[src/rtl/lock_actuator_ctrl.sv]
// lock_actuator_ctrl: turns code verdicts into a timed unlock pulse, with consecutive-failure lockout.
// Optional sticky tamper alarm when LOCK_ALARM_EN is defined; otherwise alarm is tied low.
module lock_actuator_ctrl #(
    parameter int UNLOCK_CYCLES  = 8,
    parameter int MAX_FAIL       = 3,
    parameter int LOCKOUT_CYCLES = 16,
    localparam int FCW = $clog2(MAX_FAIL + 1)
) (
    input  logic           clk,
    input  logic           rstn,
    input  logic           in_val,
    input  logic           in_data,
    output logic           unlock,
    output logic           locked_out,
    output logic           ready,
    output logic [FCW-1:0] fail_cnt,
    output logic           alarm
);
    localparam int MAXC = (UNLOCK_CYCLES > LOCKOUT_CYCLES) ? UNLOCK_CYCLES : LOCKOUT_CYCLES;
    localparam int TW   = (MAXC > 1) ? $clog2(MAXC) : 1;

    typedef enum logic [1:0] {LOCKED, OPEN, LOCKOUT} state_e;

    state_e         state_q, state_d;
    logic [TW-1:0]  timer_q, timer_d;
    logic [FCW-1:0] fail_q, fail_d;

    always_ff @(posedge clk or negedge rstn) begin
        if (!rstn) begin
            state_q <= LOCKED;
            timer_q <= '0;
            fail_q  <= '0;
        end else begin
            state_q <= state_d;
            timer_q <= timer_d;
            fail_q  <= fail_d;
        end
    end

    always_comb begin
        state_d = state_q;
        timer_d = timer_q;
        fail_d  = fail_q;
        case (state_q)
            LOCKED: begin
                if (in_val && in_data) begin
                    state_d = OPEN;
                    timer_d = TW'(UNLOCK_CYCLES - 1);
                    fail_d  = '0;
                end else if (in_val && fail_q == FCW'(MAX_FAIL - 1)) begin
                    state_d = LOCKOUT;
                    timer_d = TW'(LOCKOUT_CYCLES - 1);
                    fail_d  = FCW'(MAX_FAIL);
                end else if (in_val) begin
                    fail_d = fail_q + FCW'(1);
                end
            end
            OPEN, LOCKOUT: begin
                // verdicts arriving here are dropped, never queued
                if (timer_q == '0) begin
                    state_d = LOCKED;
                    fail_d  = (state_q == LOCKOUT) ? '0 : fail_q;
                end else begin
                    timer_d = timer_q - TW'(1);
                end
            end
            default: state_d = LOCKED;
        endcase
    end

    always_comb begin
        unlock     = state_q == OPEN;
        locked_out = state_q == LOCKOUT;
        ready      = state_q == LOCKED;
        fail_cnt   = fail_q;
    end

`ifdef LOCK_ALARM_EN
    logic alarm_q, alarm_d;

    always_comb begin
        alarm_d = (state_d == OPEN && state_q != OPEN) ? 1'b0 :
                  (state_d == LOCKOUT && state_q != LOCKOUT) ? 1'b1 : alarm_q;
    end

    always_ff @(posedge clk or negedge rstn) begin
        if (!rstn) alarm_q <= 1'b0;
        else       alarm_q <= alarm_d;
    end

    assign alarm = alarm_q;
`else
    assign alarm = 1'b0;
`endif
endmodule
[config.mk]
export PLATFORM = sky130hd
export DESIGN_NAME = lock_actuator_ctrl
export DESIGN_NICKNAME = d
export VERILOG_FILES = /design/src/rtl/lock_actuator_ctrl.sv
export SDC_FILE = /design/constraint.sdc
export NUM_CORES = 1
export LEC_CHECK = 0
export CORE_AREA = 3 3 40 42
export CTS_BUF_LIST = sky130_fd_sc_hd__clkbuf_4 sky130_fd_sc_hd__clkbuf_8
export DETAILED_ROUTE_END_ITERATION = 8
export DIE_AREA = 0 0 43 45
export PLACE_DENSITY = 0.66
export SYNTH_ARGS = -nofsm -noshare
export SYNTH_HDL_FRONTEND = slang
export SYNTH_SLANG_ARGS = --single-unit
[constraint.sdc]
create_clock -name clk -period 5 [get_ports clk]
set_input_delay 0.75 -clock clk [delete_from_list [all_inputs] [get_ports clk]]
set_output_delay 0.75 -clock clk [all_outputs]
set_load 0.1 [all_outputs]
# --- Word level (Yosys, flattened, before mapping) ---
# Cells that the tools add are included.
word_totals:
  regBits: 8
  input_bits: 4
  out_inout_bits: 6
  elab_cells: 36
op_classes:
  n_addsub: 2
  n_eq_ne: 8
  n_mux: 14
  n_reduce_logical: 9
op_table:
  columns: ["operator", "count"]
  rows:
  - ["$mux W2", 8]
  - ["$mux W4", 3]
  - ["$pmux W2 S2", 2]
  - ["$pmux W4 S2", 1]
  - ["$ne A2 B2 Y1 const B", 3]
  - ["$eq A2 B2 Y1 const B", 2]
  - ["$logic_not A4 Y1", 1]
  - ["$ne A4 B2 Y1 const B", 1]
  - ["$reduce_and A4 Y1", 1]
  - ["$sub A4 B1 Y4 const B", 1]
  - ["$ne A3 B1 Y1 const B", 1]
  - ["$reduce_and A3 Y1", 1]
  - ["$add A2 B1 Y2 const B", 1]
  - ["$eq A2 B1 Y1 const B", 1]
  - ["$logic_and A1 B1 Y1", 2]
  - ["$logic_not A2 Y1", 1]
  - ["$reduce_and A2 Y1", 1]
  - ["$reduce_bool A2 Y1", 1]
  - ["$reduce_or A2 Y1", 1]

# --- Longest topological paths before layout ---
# Gate-level depths: netlist of run 1.
depth:
  word_depth: 5
  ltp_mapped: 6
  mapped_depth_nobuf: 5

# --- Worst setup path after synthesis of run 1 ---
# No wires, ideal clock.
synth_path:
  kind: "reg-to-reg"
  startpoint: "register state_q[0]"
  endpoint: "register fail_q[0], in the netlist fail_cnt[0]"
  setup_time_ps: 128
  period_less_slack_ps: 2449
  t_required_ps: 4872
  path_stages_with_launch: 7
  arrival_time_ps: 2321
  n_path_buf: 1
  slack_ps: 2551
  cell_sequence: "dfrtp_1 inv_1 ha_1 clkbuf_1 mux2i_1 a211oi_2 mux2_1"
synth_via:
  word_cells_on_any_way: 10
  classes_between: "eq/ne (5); mux (1); reduce/logical (4)"
synth_rtl:
  columns: ["item", "line_no", "source"]
  rows:
  - ["start: declaration", "24", "state_e state_q, state_d;"]
  - ["start signal: assignment", "34", "state_q <= state_d;"]
  - ["$logic_not A2 Y1 *", null, null]
  - ["net ready", "15", "output logic ready,"]
  - ["$ne A4 B2 Y1 (no line) or $reduce_bool A2 Y1 (tied branches)", null, null]
  - ["$reduce_and A4 Y1 (no line)", null, null]
  - ["end signal: assignment", "36", "fail_q <= fail_d;"]
  - ["end: declaration", "26", "logic [FCW-1:0] fail_q, fail_d;"]
# The timed path passes the listed nets; every way through them passes the cells marked *.
# A chain may end at the register's enable or synchronous reset.

# --- Worst setup path in the final report of run 1 ---
layout_path:
  startpoint: "register state_q[0]"
  endpoint: "output port ready"
layout_via:
  elab_chain_cells: 1
layout_lines:
  columns: ["item", "line_no", "source"]
  rows:
  - ["$logic_not A2 Y1", "74", "ready = state_q == LOCKED;"]
  - ["end: declaration", "15", null]
# No other way between the ends.

==> results of run 1 <==
## kinds of logic after synthesis
logic type / share of synthesized area (%)
multiplexers: 5.58
AND/OR/NAND/NOR: 15.9
buffers and inverters: 9.23
flip-flops: 34.3
other: 0.643
AO/OA/AOI/OAI: 21.5
adder cells (fa/ha/maj): 12.9
## synth_stat cells, types with 2 or more instances
| cell type | n |
|---|---|
| a21oi_1 | 2 |
| clkbuf_1 | 2 |
| dfrtp_1 | 8 |
| ha_1 | 6 |
| inv_1 | 9 |
| mux2_1 | 2 |
| nand2_1 | 2 |
| nand3_1 | 2 |
| nand4_1 | 2 |
| nor2_1 | 3 |
| nor3_1 | 2 |
## sequential cells by signal, summed over array words and instances, names as in the netlist
signal	count
fail_cnt	2
state_q	2
timer_q	4
## worst register-to-register path, stage by stage, from the launching register on
cell	delay [ns]
dfrtp_1	0.39
inv_1	0.08
ha_1	0.21
or3b_4	0.43
a211oi_2	0.30
mux2_1	0.35
## cell type report
class,instances,area [sq um],share of cell area [%]
flip-flops and latches,8,200,29.3
multi-input cells,42,329,48.1
repair buffers,8,80.1,11.7
well taps,15,18.8,2.74
clock buffers,3,22.5,3.29
inverters,9,33.8,4.94
## cell usage in the layout, fill, tap and decap left out, types with 2 or more instances in the layout
master	netlist	final
dfrtp_1	8	8
nand4_1	2	2
nor3_1	2	2
clkdlybuf4s50_1	0	8
clkbuf_4	0	3
mux2_1	2	2
nand3_1	2	2
nand2_1	2	2
inv_1	9	9
a21oi_1	2	2
ha_1	6	6
nor2_1	3	3
## metal layers
metal	GRT usage [%]	up-vias	part of all wire, %
li1	-	239	-
met3	4.38	2	4.5
met2	19.5	6	46
met1	16.5	220	48
met4	10.8	0	1.4
met5	0	-	0
## worst max path at each step
stage / startpoint / endpoint / slack (ns) / cells past startpoint
finish: state_q[0]$_DFFE_PN0P_ / ready / 1.92 / 3
global route: state_q[0]$_DFFE_PN0P_ / ready / 1.80 / 3
CTS: state_q[0]$_DFFE_PN0P_ / ready / 1.90 / 3
detailed placement: state_q[0]$_DFFE_PN0P_ / ready / 2.19 / 3
global placement: state_q[0]$_DFFE_PN0P_ / ready / 2.22 / 3
floorplan: state_q[0]$_DFFE_PN0P_ / fail_cnt[0]$_DFFE_PN0P_ / 2.55 / 6
## per-stage QoR
stage               cell area, sq um  util, %  hold WS [ns]  setup WS, ns  std cells
finish                           684     53.3         0.515          1.92         85
global placement                 662     51.5         0.518          2.22         82
CTS                              684     53.3         0.520          1.90         85
detailed placement               662     51.5         0.511          2.19         82
global route                     684     53.3         0.556          1.80         85
floorplan                        583        -         0.454          2.55         63
==> results_dict.tcl, run 1 <==
set metrics [dict create \
    gr-usage-all-layers_pct 13.5 \
    clk_latency_ns 0.25 \
    rows 13 \
    r2r_cells 5 \
    grt_pass1_vias 457 \
    diodes 0 \
    tns_ns 0 \
    drcViolationCount 0 \
    clock-sinks 8 \
    synthTopCellsByArea "dfrtp_1 34%, ha_1 13%, inv_1 5.8%" \
    place.gp.congestion 0.699 \
    slowest_delay_ns 1.20 \
    detail_route.iter0.violations 13 \
    num-fill-cells 109 \
    drt_pass1_iterations 3 \
    numCtsBuffers 3 \
    synth.cell_area_sq_um 583 \
    rsz0062_at_grt "no" \
    r2r_end "fail_cnt[1]$_DFFE_PN0P_" \
    via_per_inst 5.49 \
    yosys_warnings 0 \
    worst_setup_path_end_kind "output port" \
    finalHoldViolCount 0 \
    drive_above_1_share_pct 7.14 \
    ctsLongestPathBuffers 2 \
    antenna_found_initial 0 \
    worstSetupStartpointType "flip-flop" \
    synthFlopType "dfrtp_1" \
    synth_cell_type_count 34 \
    holdPathStages 1 \
    hold_end "fail_cnt[1]$_DFFE_PN0P_" \
    crit_required_ns 4.25 \
    io_pins 10 \
    holdCritPathClass "flip-flop to flip-flop" \
    nNetsFinal 82 \
    worstSetupPathType "flip-flop to output port" \
    cts-root-buf "clkbuf_4" \
    finalClockSkew_ns 0.00671 \
    setup_viol 0 \
    synthArstFlopShare_pct 100 \
    drt_wl_total_um 1080 \
    core_sq_um 1280 \
    cts_resized 0 \
    outcome "finished clean" \
    relSlewSlack_pct 34.9 \
    post_cts_buffers 0 \
    yosys.area.top_type_share_pct 34.3 \
    ant_nets 0 \
    dp_hpwl_um 848 \
    max_freq_mhz 325 \
    max_slew.worst_pin.slew_ns 0.974 \
    period_needed_ns 3.08 \
    syn_avg_cell_area_sq_um 9.25 \
    r2r_slack_ns 3.15 \
    grt_max_degree 13 \
    cts.clk_slew.worst_paths_ns 0.06 \
    syn-num-nets 73 \
    grt-ovfl-total 0 \
    slowest_stage "clkdlybuf4s50_1" \
    synth-seq-area-share_pct 34.3 \
    path_cells "inv_1, ha_1, clkdlybuf4s50_1" \
    grt_pass1_wl_um 1870 \
    syn_inst 63 \
    tritoncts "yes" \
    cap_violations 0 \
    critical_path.max_fanout 11 \
    htreeDepth 1 \
    critPathTopFamily "buffers and inverters" \
    synth_seq_cells 8 \
    port_buffers 8 \
    cp.buffers_inverters 2 \
    die_w_um 43 \
    start_util_pct 45.4 \
    hold_buffers 0 \
    fin_crit_sh_pct 61.5 \
    die_h_um 45 \
    area_growth_syn_to_layout_pct 17.4 \
    cp.arrival_ns 2.33 \
    slew_viol_final 0 \
    avgRoutedWirePerCell_um 12.7 \
    dieArea_sq_um 1940 \
    route.vias.total 467 \
    min-delay-start "fail_cnt[1]$_DFFE_PN0P_" \
    synth-edff-count 0 \
    r2r_start "timer_q[0]$_DFFE_PN0P_" \
    synth_top_area_cell "dfrtp_1" \
]
Power of run 1 is left out: the tool's default activity adds up to more than one toggle a clock period on the data nets, which glitch-free logic cannot reach.
==> inputs of run 2 (changes only) <==
PLACE_DENSITY = 0.69   (was 0.66)
clock period = 2.69 ns   (was 5 ns; I/O delays follow)
==> results_dict.tcl, run 2 (synthesis results as in run 1) <==
set metrics [dict create \
    outcome "finished clean" \
    clock-sinks 8 \
    rsz0062_at_grt "no" \
    critical_path.max_fanout 11 \
    cts-root-buf "clkbuf_4" \
    holdCritPathClass "input pin to asynchronous set/reset pin" \
    via_per_inst 5.66 \
    largest_register_ffs 4 \
    period_needed_ns 1.93 \
    grt_pass1_vias 461 \
    route.vias.total 481 \
    avgRoutedWirePerCell_um 12.4 \
    finalHoldViolCount 0 \
    tns_ns 0 \
    drt_pass1_iterations 4 \
    cp.arrival_ns 1.53 \
    ctsLongestPathBuffers 2 \
    slew_viol_final 0 \
    final_common_cell "inv_1" \
    cts_resized 0 \
    port_buffers 8 \
    fin_crit_sh_pct 71.7 \
    detail_route.iter0.violations 6 \
    drive_above_1_share_pct 14.3 \
    gr-usage-all-layers_pct 13.6 \
    ant_nets 0 \
    setup_viol 0 \
    die_h_um 45 \
    top_register "timer_q" \
    grt_max_degree 13 \
    drt_wl_total_um 1050 \
    dp_hpwl_um 817 \
    nNetsFinal 82 \
    worst_setup_path_end_kind "output port" \
    hold_buffers 0 \
    antenna_found_initial 0 \
    post_cts_buffers 0 \
    finalClockSkew_ns 0.00478 \
    core_sq_um 1280 \
    numCtsBuffers 3 \
    htreeDepth 1 \
    layout_common_cells "9 x inv_1, 8 x dfrtp_1, 6 x ha_1" \
    dieArea_sq_um 1940 \
    cts.clk_slew.worst_paths_ns 0.06 \
    slowest_stage "ha_1" \
    worstSetupStartpointType "flip-flop" \
    area_growth_syn_to_layout_pct 15.2 \
    io_pins 10 \
    worstSetupPathType "flip-flop to output port" \
    slowest_delay_ns 0.40 \
    rows 13 \
    place.gp.congestion 0.767 \
    cap_violations 0 \
    max_freq_mhz 518 \
    tritoncts "yes" \
    grt-ovfl-total 0 \
    grt_pass1_wl_um 1890 \
    die_w_um 43 \
    path_cells "inv_1, ha_1, buf_4" \
    crit_required_ns 2.29 \
    clk_latency_ns 0.25 \
    diodes 0 \
    start_util_pct 45.4 \
    drcViolationCount 0 \
]
==> run 2: cell types whose count changed in the layout (fill, tap and decap cells not counted), sizes merged <==
cell,previous run,this run
buf,0,5
clkdlybuf4s50,8,3
==> run 2: final timing paths <==
kind	from	end	slack, ns	depth (start not counted)
setup / recovery	state_q[0]$_DFFE_PN0P_	ready	0.76	3
hold / removal	rstn	timer_q[3]$_DFFE_PN0P_	0.43	1
setup reg to reg	timer_q[0]$_DFFE_PN0P_	fail_cnt[0]$_DFFE_PN0P_	0.83	5
hold reg to reg	fail_cnt[1]$_DFFE_PN0P_	fail_cnt[1]$_DFFE_PN0P_	0.52	1
max in group asynchronous	rstn	timer_q[1]$_DFFE_PN0P_	1.98	1
min in group clk	fail_cnt[1]$_DFFE_PN0P_	fail_cnt[1]$_DFFE_PN0P_	0.52	1
==> run 2: cell type report <==
type | count | area [sq um]
multi-input cells | 42 | 329
inverters | 9 | 33.8
repair buffers | 8 | 67.6
flip-flops and latches | 8 | 200
clock buffers | 3 | 22.5
well taps | 15 | 18.8
fillers | 124 | 613
==> run 2: critical path: cells and delay by family (launching register included) <==
family / cells / cell delay, ns
buf+inv: 2 / 0.48
flops: 1 / 0.39
fa+ha+maj: 1 / 0.40
==> run 2: per-stage QoR <==
stage	std cells	setup slack (ns)	hold WS (ns)	instance area [sq um]	utilization (%)
2_1_floorplan	63	0.241	0.108	583	-
6_report	85	0.761	0.433	672	52.3
3_5_place_dp	82	0.763	0.514	649	50.5
4_1_cts	85	0.764	0.441	672	52.3
3_3_place_gp	82	0.796	0.512	649	50.5
5_1_grt	85	0.684	0.443	672	52.3
==> run 2: per-layer routing <==
layer  routed length [um]  track usage, %  vias up
met3                   66            5.18        2
met1                  474            15.1      222
met2                  498            21.9       14
li1                     -               -      243
met4                   12            9.04        0
met5                    0               0        -
Power of run 2 is left out for the same reason.
==> edit 1, RTL diff (flow settings as in run 2) <==
Register the output `fail_cnt`, without a reset; this adds one clock of latency there. The other outputs are not delayed to match.
--- a/src/rtl/lock_actuator_ctrl.sv
+++ b/src/rtl/lock_actuator_ctrl.sv
@@ -22,2 +22,4 @@
     typedef enum logic [1:0] {LOCKED, OPEN, LOCKOUT} state_e;
+
+    logic [FCW-1:0] fail_cnt_d;
 
@@ -74,3 +76,3 @@
         ready      = state_q == LOCKED;
-        fail_cnt   = fail_q;
+        fail_cnt_d = fail_q;
     end
@@ -94,2 +96,6 @@
 `endif
+    always_ff @(posedge clk) begin
+        fail_cnt <= fail_cnt_d;
+    end
+
 endmodule
Formal check against the unedited RTL: not equivalent (Yosys sat finds a counterexample within 4 cycles, from zero or initial values and one cycle with rstn low).
==> edit 1 against run 2 <==
  * Wire length grew 10%
  * Global-route usage shrank 0.94 points
  * Setup slack lost 0.042 ns
  * Non-clock buffer count is the same
  * Cell area grew 15%
  * Sequential cell count grew 2
  * Area after synthesis grew 17%
  * Critical path type is now flop to flop
  * Critical endpoint is now fail_cnt_d[1]
Power is not shown: default switching activity piles up to over one toggle a cycle in this logic, so the estimate is an artifact.
==> edit 1: results (changes against run 2) <==
[run_status]
outcome=completed

[critical_path]
slowest_delay_ns=0.52  ; +0.12 ns
slowest_stage=or3b_1
crit_end=fail_cnt_d[1]
r2r_slack_ns=0.72  ; -0.11 ns

[logic_synthesis]
ys_seq_elements=10  ; +2
ys_seq_area_share_pct=35.2  ; +0.89 points
async_flop_share_pct=80.0  ; -20 points
synthTopCellsByArea=dfrtp_1, ha_1, dfxtp_1, mux2i_1, or3b_1

[final_layout]
nonClkBufAreaFrac_pct=8.72  ; -1.3 points
nFillCells=122  ; -1.6%
clock_cell_area_share_pct=4.68  ; +1.3 points
sh_seq_area_pct=31.0  ; +1.2 points
multi_input_area_sq_um=389  ; +18%
fin_nets=86  ; +4.9%

[global_route]
grt_pass1_vias=429  ; -6.9%
global_route.usage.met3_pct=2.39  ; -2.8 points
use_met2_pct=18.9  ; -3.0 points
grt_max_degree=16  ; +3
use_met1_pct=17.2  ; +2.1 points

[route]
routedLengthMet1_um=595  ; +26%
drt-initial-drc-count=17  ; +11
drt_wl_total_um=1160  ; +10%
met3_length_um=50  ; -24%
vias_per_cell=5.61  ; -0.84%

[placed_design]
gp_congestion=0.719  ; -6.2%

[sta]
fin_worst_skew_ns=0.00404  ; -0.000739 ns

[hold_path]
min_path_type=flop to flop

edit 1: cell types whose count changed in the layout (fill, tap and decap cells not counted), sizes merged, moves of 2 or more:
cell,change
and3b,+2
dfxtp,+2
inv,-3
mux2i,+2
nand3,+3
nand4,-2
nor2b,+3
nor3,-2
o221a,+2
or3b,+2
edit 1: kinds of logic (layout without fill, tap and decap cells):
family / Yosys count / count (layout) / synth area share (%)
AND/OR/NAND/NOR: 20 / 20 / 18.0
AO/OA/AOI/OAI: 16 / 16 / 20.9
buffers and inverters: 11 / 18 / 7.71
flip-flops: 10 / 10 / 35.2
adder cells (fa/ha/maj): 6 / 6 / 11.0
multiplexers: 4 / 4 / 6.61
other: 1 / 1 / 0.550
edit 1: metrics by stage:
stage	utilization (%)	setup slack [ns]	area [sq um]	hold slack (ns)	cells
floorplan	-	0.234	682	0.108	68
global placement	57.4	0.735	738	0.391	86
detailed placement	57.4	0.703	738	0.393	86
CTS	60.3	0.721	774	0.409	90
global route	60.3	0.596	774	0.419	90
finish	60.3	0.719	774	0.404	90
==> edit 2, RTL diff (flow settings as in run 2) <==
Without the edit above. The parameter `UNLOCK_CYCLES` goes from 8 to 16.
--- a/src/rtl/lock_actuator_ctrl.sv
+++ b/src/rtl/lock_actuator_ctrl.sv
@@ -3,3 +3,3 @@
 module lock_actuator_ctrl #(
-    parameter int UNLOCK_CYCLES  = 8,
+    parameter int UNLOCK_CYCLES  = 16,
     parameter int MAX_FAIL       = 3,
Behaviour: not the same (Yosys sat finds a counterexample within 10 cycles, from zero or initial values and one cycle with rstn low).
==> edit 2 against run 2 <==
  * Cell count decreased by 5.9%
  * First-iteration DRC count decreased by 83%
  * Area after synthesis decreased by 2.8%
  * Worst hold slack got worse by 0.011 ns
  * Utilization decreased by 0.97 points
  * Setup slack got worse by 0.00068 ns
  * Register-to-register slack got worse by 0.07 ns
  * Wire length increased by 2.3%
  * Cell area decreased by 1.9%
  * Sequential share of layout area increased by 0.57 points
  * Critical path type is now flop to flop
  * Sequential cell count unchanged
Power is left out: the tool's default activity adds up to more than one toggle a clock period on the data nets, which glitch-free logic cannot reach.
==> edit 2: results (changes against run 2) <==
[run_status]
outcome=completed

[logic_synthesis]
ys_seq_area_share_pct=35.3  ; +0.99 points
synth.net_count=67  ; -8.2%
synth_cell_type_count=31  ; -8.8%
synthTopCellsByArea=dfrtp_1, ha_1, inv_1, mux2_1, mux2i_1
synthTopCellsByCount=dfrtp_1, inv_1, ha_1

[clock_tree]
clk_latency_ns=0.27  ; +0.02 ns
htreeDepth=1  ; unchanged
path_clk_slew_ns=0.06  ; about the same

[route]
drt-initial-drc-count=1  ; -5
wl_met2_um=535  ; +7.4%
wl_per_cell_um=13.5  ; +8.7%
vias=448  ; -6.9%
met3_length_um=38  ; -42%
routedLengthMet1_um=456  ; -3.8%

[sta]
fin_worst_skew_ns=0.00445  ; -0.000325 ns

[critical_path]
r2r_cells=5  ; unchanged
r2r_slack_ns=0.76  ; -0.07 ns
crit_fanout=6  ; -5
worst_ep_arrival_time_ns=2.08  ; +0.55 ns
r2r_end=fail_cnt[1]

[placed_design]
place_hpwl_um=827  ; +1.3%
port_buffers=8  ; unchanged
gp_congestion=0.750  ; -2.2%

[global_route]
grt_pass1_vias=421  ; -8.7%
grt_pass1_wl_um=1860  ; -1.4%
grt_max_degree=12  ; -1
grt_usage_pct=14.0  ; +0.42 points

[final_layout]
nFillCells=120  ; -3.2%
drive_above_1_share_pct=16.9  ; +2.6 points
fin_nets=77  ; -6.1%

edit 2: changes by cell type in the layout (fill, tap and decap cells not counted), moves of 2 or more:
cell     before  now
a22o_1        0    2
inv_1         9    7
nand4_1       2    0
nor2_1        3    1
o211a_1       0    2
o21ai_0       0    2
edit 2: worst max-delay path by stage:
stage,startpoint,end,slack (ns)
after floorplan,state_q[1],fail_cnt[0],0.38
after global placement,timer_q[0],fail_cnt[0],0.81
after detailed placement,timer_q[0],fail_cnt[0],0.76
after CTS,timer_q[0],fail_cnt[0],0.76
after global routing,timer_q[0],fail_cnt[0],0.67
final,timer_q[0],fail_cnt[1],0.76
edit 2: critical path: stages, from the launching register on:
cell	delay, ns
dfrtp_1	0.39
inv_1	0.09
ha_1	0.20
or3b_1	0.47
a211oi_2	0.32
mux2_1	0.34
edit 2: final cells by class:
type                    count  area [sq um]  share of cell area, %
multi-input cells          39           324                   49.1
flip-flops and latches      8           200                   30.4
clock buffers               3          22.5                   3.42
well taps                  15          18.8                   2.85
repair buffers              8          67.6                   10.2
inverters                   7          26.3                   3.98
edit 2: metrics by stage:
stage	std cells	setup WS [ns]	hold WS [ns]	util (%)	cell area, sq um
global route	80	0.667	0.453	51.3	659
detailed placement	77	0.763	0.514	49.6	637
floorplan	57	0.383	0.108	-	567
finish	80	0.760	0.422	51.3	659
CTS	80	0.765	0.433	51.3	659
global placement	77	0.811	0.508	49.6	637
edit 2: kinds of logic (layout without fill, tap and decap cells):
logic type	after synthesis	count (layout)	share of synthesized area [%]
AOI/OAI and AO/OA	17	17	24.7
adders and majority gates	6	6	13.2
buffers and inverters	10	18	7.51
DFF	8	8	35.3
muxes	4	4	7.51
other	1	1	0.662
and+or+nand+nor	11	11	11.0
edit 2: layer usage:
layer	up-vias	global-route usage, %
met5	-	0
met4	0	14.5
met3	5	2.39
met2	10	21.9
met1	208	15.8
li1	225	-
